**src/rtl/seq_detector_param.sv**
```systemverilog
// Serial pattern detector with a run-time loadable pattern, selectable overlap
// handling, a saturating match counter and a registered one-cycle match pulse.
`default_nettype none

module seq_detector_param #(
  parameter int                       PATTERN_WIDTH = 4,
  parameter logic [PATTERN_WIDTH-1:0] RESET_PATTERN = 4'b1001,
  parameter bit                       OVERLAP       = 1'b1,
  parameter int                       COUNT_WIDTH   = 8
) (
  input  logic                     clock,
  input  logic                     reset,
  input  logic                     x,
  input  logic                     x_valid,
  input  logic                     load,
  input  logic [PATTERN_WIDTH-1:0] pattern_in,
  input  logic                     clear_count,
  output logic                     z,
  output logic [COUNT_WIDTH-1:0]   match_count,
  output logic [PATTERN_WIDTH-1:0] pattern,
  output logic                     primed
);

  localparam int                       FILL_WIDTH = $clog2(PATTERN_WIDTH + 1);
  localparam logic [FILL_WIDTH-1:0]    FILL_FULL  = FILL_WIDTH'(PATTERN_WIDTH);
  localparam logic [COUNT_WIDTH-1:0]   COUNT_MAX  = '1;

  logic [PATTERN_WIDTH-1:0] history;
  logic [FILL_WIDTH-1:0]    fill;

  logic [PATTERN_WIDTH-1:0] history_shifted;
  logic [FILL_WIDTH-1:0]    fill_inc;
  logic                     match;

  // Candidate state if this edge's bit is accepted; match looks at it directly.
  always_comb begin
    history_shifted = {history[PATTERN_WIDTH-2:0], x};
    fill_inc        = (fill == FILL_FULL) ? fill : fill + 1'b1;
    match           = x_valid && !load && (fill_inc == FILL_FULL)
                      && (history_shifted == pattern);
  end

  always_ff @(posedge clock) begin
    if (!reset) begin
      history     <= '0;
      fill        <= '0;
      z           <= 1'b0;
      match_count <= '0;
      primed      <= 1'b0;
      pattern     <= RESET_PATTERN;
    end else if (load) begin
      pattern <= pattern_in;
      history <= '0;
      fill    <= '0;
      primed  <= 1'b0;
      z       <= 1'b0;
      if (clear_count) begin
        match_count <= '0;
      end
    end else begin
      z <= match;
      if (x_valid) begin
        if (match && !OVERLAP) begin
          history <= '0;
          fill    <= '0;
          primed  <= 1'b0;
        end else begin
          history <= history_shifted;
          fill    <= fill_inc;
          primed  <= (fill_inc == FILL_FULL);
        end
      end
      // A clear on a match edge still counts that match.
      if (clear_count) begin
        match_count <= match ? COUNT_WIDTH'(1) : '0;
      end else if (match && (match_count != COUNT_MAX)) begin
        match_count <= match_count + 1'b1;
      end
    end
  end

endmodule

`default_nettype wire
```
**config.mk**
```make
export PLATFORM = sky130hd
export DESIGN_NAME = seq_detector_param
export DESIGN_NICKNAME = d
export VERILOG_FILES = /design/src/rtl/seq_detector_param.sv
export SDC_FILE = /design/constraint.sdc
export NUM_CORES = 1
export LEC_CHECK = 0
export ABC_AREA = 1
export CORE_MARGIN = 3
export CORE_UTILIZATION = 40
export DETAILED_ROUTE_END_ITERATION = 8
export PLACE_DENSITY = 0.64
export SETUP_SLACK_MARGIN = 0.3
export SLEW_MARGIN = 20
export SYNTH_ARGS = -nofsm -noshare
export SYNTH_HDL_FRONTEND = slang
export SYNTH_SLANG_ARGS = --single-unit
```
**constraint.sdc**
```tcl
create_clock -name clock -period 4.1 [get_ports clock]
set_input_delay 0.615 -clock clock [delete_from_list [all_inputs] [get_ports clock]]
set_output_delay 0.615 -clock clock [all_outputs]
set_load 0.01 [all_outputs]
```
# ---- After elaboration in Yosys (flattened, before gate mapping)
# Index checks and enable logic that the tools add are counted.
dict set report totals {
  out_inout_bits 14
  register_bits 20
  input_bits 10
}
dict set report op_classes {
  addsub 2
  bitwise_logic 1
  n_reduce_logical 8
  mux 6
  eq_ne 5
}
# operator n
set op_table {}
lappend op_table {{8-bit two-way mux} 4}
lappend op_table {{8-bit by 1-bit adder with 8-bit output, second input constant} 1}
lappend op_table {{8-bit != test, second input constant} 1}
lappend op_table {{3-bit == test, second input constant} 2}
lappend op_table {{4-bit == test} 1}
lappend op_table {{1-bit logical AND} 4}
lappend op_table {{3-bit by 1-bit adder with 3-bit output, second input constant} 1}
lappend op_table {{3-bit two-way mux} 1}
lappend op_table {{2-bit by 1-bit != test with 1-bit output, second input constant} 1}
lappend op_table {{2-bit AND reduction} 1}
lappend op_table {{2-bit nonzero test} 1}
lappend op_table {{2-bit OR reduction} 1}
lappend op_table {{1-bit zero test} 1}
lappend op_table {{1-bit two-way mux} 1}
lappend op_table {{1-bit NOT} 1}

# ---- Logic depth before layout (Yosys ltp)
dict set report logic_depth {
  word_depth 9
  depth_mapped 12
  ltp_nobuf 12
}

# ---- Least setup slack after synthesis
# Ideal clock, no wire load.
dict set report synth_path {
  kind {register to register}
  startpoint {reg fill[0]}
  endpoint {reg match_count[2]}
  required_time_ps 3987
  arrival_ps 1407
  n_path_buf 0
  setup_slack_ps 2580
  period_less_slack_ps 1520
  stages_incl_launch_ff 13
  cell_sequence {dfxtp_1 > inv_1 > ha_1 > inv_1 > nand2_1 > nand2_2 > nand3_1 > nor2_2 > nand3_4 > nand2_4 > inv_2 > nor2_1 > nor2_1}
}
dict set report synth_between {
  elab_chain_len 8
  elab_cells_between_ends 9
}
# item line_no
set synth_lines {}
lappend synth_lines {{start, declared} 29} ;# logic [FILL_WIDTH-1:0] fill;
lappend synth_lines {{start signal, assigned} 69} ;# fill <= fill_inc;
lappend synth_lines {{3-bit by 1-bit adder with 3-bit output / 3-bit == test (equally long branches)} 38} ;# fill_inc = (fill == FILL_FULL) ? fill : fill + 1'b1;
lappend synth_lines {{3-bit two-way mux (*)} 38}
lappend synth_lines {{3-bit == test (*)} 39} ;# match = x_valid && !load && (fill_inc == FILL_FULL)
lappend synth_lines {{1-bit logical AND (*)} 39}
lappend synth_lines {{1-bit logical AND (*)} 40} ;# && (history_shifted == pattern);
lappend synth_lines {{1-bit logical AND (*)} 76} ;# end else if (match && (match_count != COUNT_MAX)) begin
lappend synth_lines {{2-bit nonzero test (no source line) (*)} -}
lappend synth_lines {{2-bit AND reduction (no source line) (*)} -}
lappend synth_lines {{end signal, assigned} 75} ;# match_count <= match ? COUNT_WIDTH'(1) : '0;
lappend synth_lines {{end signal, assigned} 77} ;# match_count <= match_count + 1'b1;
lappend synth_lines {{end, declared} 19} ;# output logic [COUNT_WIDTH-1:0] match_count,
# Mark *: on every way between the ends. The rest lies on a longest branch, timed or not.
# A chain may end at the register's enable or synchronous reset.

# ---- Worst setup path after layout
dict set report layout_path {
  startpoint {reg match_count[7]}
  endpoint {out match_count[7]}
}
# No word-level cell between the ends.

==> results.md <==
- H-Tree Depth: 1
- Sum Neg Setup Slack: 0 ps
- Worst-skew pair later-pin latency: 290 ps
- Vias in the first global route: 1,001
- Largest area contributor in the netlist: dfxtp_1
- RSZ-0062 raised after global routing: no
- Yosys cell types: 22
- First-pass GRT wire length: between 4 and 5 mm
- Port bufs: 23
- Ys Warns: 0
- Clk root buf: clkbuf_4
- Final Critical Period: 1930 ps
- Floorplan die height: 59.7 um
- Final setup vio count: 0
- Clock skew: 6.32 ps
- Initial Util: 44.1%
- Synth Net Count: about 180
- Initial antenna violation count: 0
- Levels on crit path: 1
- IO Pins: 24
- Final Hold Fails: 0
- VDD IR max: roughly 0.14 mV
- Hold Crit Start: primed$_SDFFE_PP0P_
- 1st-iter DRT viols: 30
- Clock-pin transition on the worst setup and hold timing paths: 100 ps
- Die area: 3560 sq um
- Post-synth EDFFs: 0
- Fin crit share: 47.1%
- CTS tree: yes
- Clock buffer depth: 2
- Crit. End Element: output port
- Crit-path cells: clkdlybuf4s50_1
- Cell Pwr Density: 243 nW/um^2
- CTS sink count: 20
- RR Endpoint: match_count[2]$_SDFFE_PN0P_
- Max-slew violations: 0
- Die Width: 59.7 um
- Max-Cap Viols: 0
- Critical-path maximum fanout: 5
- Row count: 18
- Worst Setup EP: match_count[7]
- Post-synth ARST share: 0%
- Hpwl dp: about 2 mm
- Total congestion overflow: 0
- CP Launch Type: register
- Inst Count DP: between 200 and 250
- CP bufs+invs: 1
- Resized cells post-CTS: 0
- FF+latch count, synth: 20
- Core ar.: 2610 sq um
- Final #Nets: 210
- Largest net degree at the start of global routing: 11
- Crit-path max cell delay: 580 ps
- Fmax achieved: 518 MHz
- Cells after synthesis: 169
- DR vias/cell: approximately 5.0
- WL met1: 1.21 mm
- DR pass1 iterations: 4
- Measured slew at the worst slew-check pin: between 300 and 400 ps
- Post-CTS Setup Bufs: 0
- Final Instance Area: 1440 sq um
- Max_slew headroom: 77.7%
- Synthesized cell area: 1150 sq um
- Run status: finished, final reports clean
- Average wire per standard cell: 11.2 um
- Antenna diode count: 0
- Post-DP Area: 1420 sq um
- WS Path Type: register to output port
- Top sig layer: met4
- Worst min path class: register to register
- Primary FF master, synth: dfxtp_1
- Crit path DAT: between 1000 and 1500 ps
- CTS buffer count: 3
- Total number of vias: about 1,100
- GRT Overall Usage: 15.6%
- Reg-to-reg critical path startpoint: fill[0]$_SDFFE_PP0P_
- Total Routed Length: about 2.5 mm
- Area contributors post-synth: dfxtp_1 35%, nand2_1 11%, inv_1 9.1%
- R2R Setup Slk: between 2000 and 2500 ps
- WP data required: between 3000 and 4000 ps
- GP Congestion: 0.872
- Layout cell share with drive strength beyond 1: 14.4%
- Critical Path Start: match_count[7]$_SDFFE_PN0P_
- Register area share after synthesis: 34.7%
- R2r worst-path depth: 12
- CP max stage cell: clkdlybuf4s50_1
- DRC Markers: 0
- Crit path max-delay family: buffers and inverters
- Total Power: ~350 uW
- Hold-fix buffers, CTS: 0
- Antenna Nets Post-Route: 0
- Static Leak: 0.598 nW
- Syn Area/Cell: 6.82 sq um
- Synth top area share: 34.7%
- Total length of routed met3 wires: roughly 140 um
- Final std cells w/o fill: 225
- P&R area growth vs syn: 25.2%
- Met2 WL: 1.14 mm
-- report_power, final --
group,switching (mW),internal [mW],total (mW)
combinational,0.0309,0.0251,0.0560
clock,0.0560,0.0341,0.0901
sequential,0.00460,0.200,0.205
-- cell usage in the layout, fill, tap and decap left out, types with 2 or more instances in the layout --
| cell | n |
|---|---|
| dfxtp_1 | 20 |
| clkdlybuf4s50_1 | 23 |
| nor2_2 | 4 |
| a21oi_2 | 4 |
| nand2_1 | 33 |
| ha_1 | 3 |
| nand2_4 | 2 |
| o21ai_0 | 8 |
| nor2_1 | 17 |
| nand4_1 | 3 |
| nand2_2 | 7 |
| clkbuf_4 | 3 |
| nor2_4 | 3 |
| inv_1 | 28 |
| inv_2 | 3 |
| nor3_1 | 2 |
| a21oi_1 | 12 |
| nand3_1 | 14 |
-- kinds of logic (layout without fill, tap and decap cells) --
| family | after synthesis | count (layout) | synth area share, % |
|---|---|---|---|
| AND/OR/NAND/NOR | 88 | 88 | 38.8 |
| buffers and inverters | 32 | 58 | 10.4 |
| AO/OA/AOI/OAI | 26 | 26 | 12.8 |
| flip-flops | 20 | 20 | 34.7 |
| adder cells (fa/ha/maj) | 3 | 3 | 3.26 |
-- stage by stage --
step | setup slack, ps | util [%] | hold WS (ps)
CTS | 2140 | 55.2 | 493
global route | 2030 | 55.2 | 515
finish | 2170 | 55.2 | 491
floorplan | 2580 | - | 457
global placement | 1940 | 54.4 | 478
detailed placement | 1890 | 54.4 | 469
-- final cells by class --
type | count | area [sq um]
inverter | 32 | 120
tap | 30 | 37.5
timing repair buffer | 23 | 230
multi-input combinational | 117 | 632
fill | 246 | 1170
clock buffer | 3 | 22.5
sequential | 20 | 400
-- worst min-delay path by stage --
stage / depth (start not counted) / end / slack (ps)
finish: 2 / primed$_SDFFE_PP0P_ / 490
global route: 2 / primed$_SDFFE_PP0P_ / 520
CTS: 2 / primed$_SDFFE_PP0P_ / 490
detailed placement: 2 / primed$_SDFFE_PP0P_ / 470
global placement: 2 / primed$_SDFFE_PP0P_ / 480
floorplan: 2 / history[2]$_SDFFE_PP0P_ / 460
-- per-layer routing --
| metal | up-vias | track usage (%) |
|---|---|---|
| li1 | 584 | - |
| met1 | 510 | 21.0 |
| met2 | 24 | 24.7 |
| met3 | 2 | 3.02 |
| met4 | 0 | 5.70 |
| met5 | - | 0 |
-- Yosys cell counts (2+ instances only) --
master,n
nand2_4,2
nand2_1,33
a21oi_1,12
inv_1,28
nand3_1,14
nor2_1,17
o21ai_0,8
a21oi_2,4
dfxtp_1,20
nand4_1,3
nor2_4,3
nand2_2,7
nor3_1,2
inv_2,3
nor2_2,4
ha_1,3
-- worst min-delay path, cell delays in order (launching register included) --
cell and delay [ps]:
dfxtp_1 330, nand2_1 60, a21oi_1 60
-- registers in the layout, summed over array words and instances, names as in the netlist --
signal,cells
match_count,8
pattern,4
fill,3
history,3
primed,1
z,1
No activity file was read; power rests on OpenSTA's default activity.
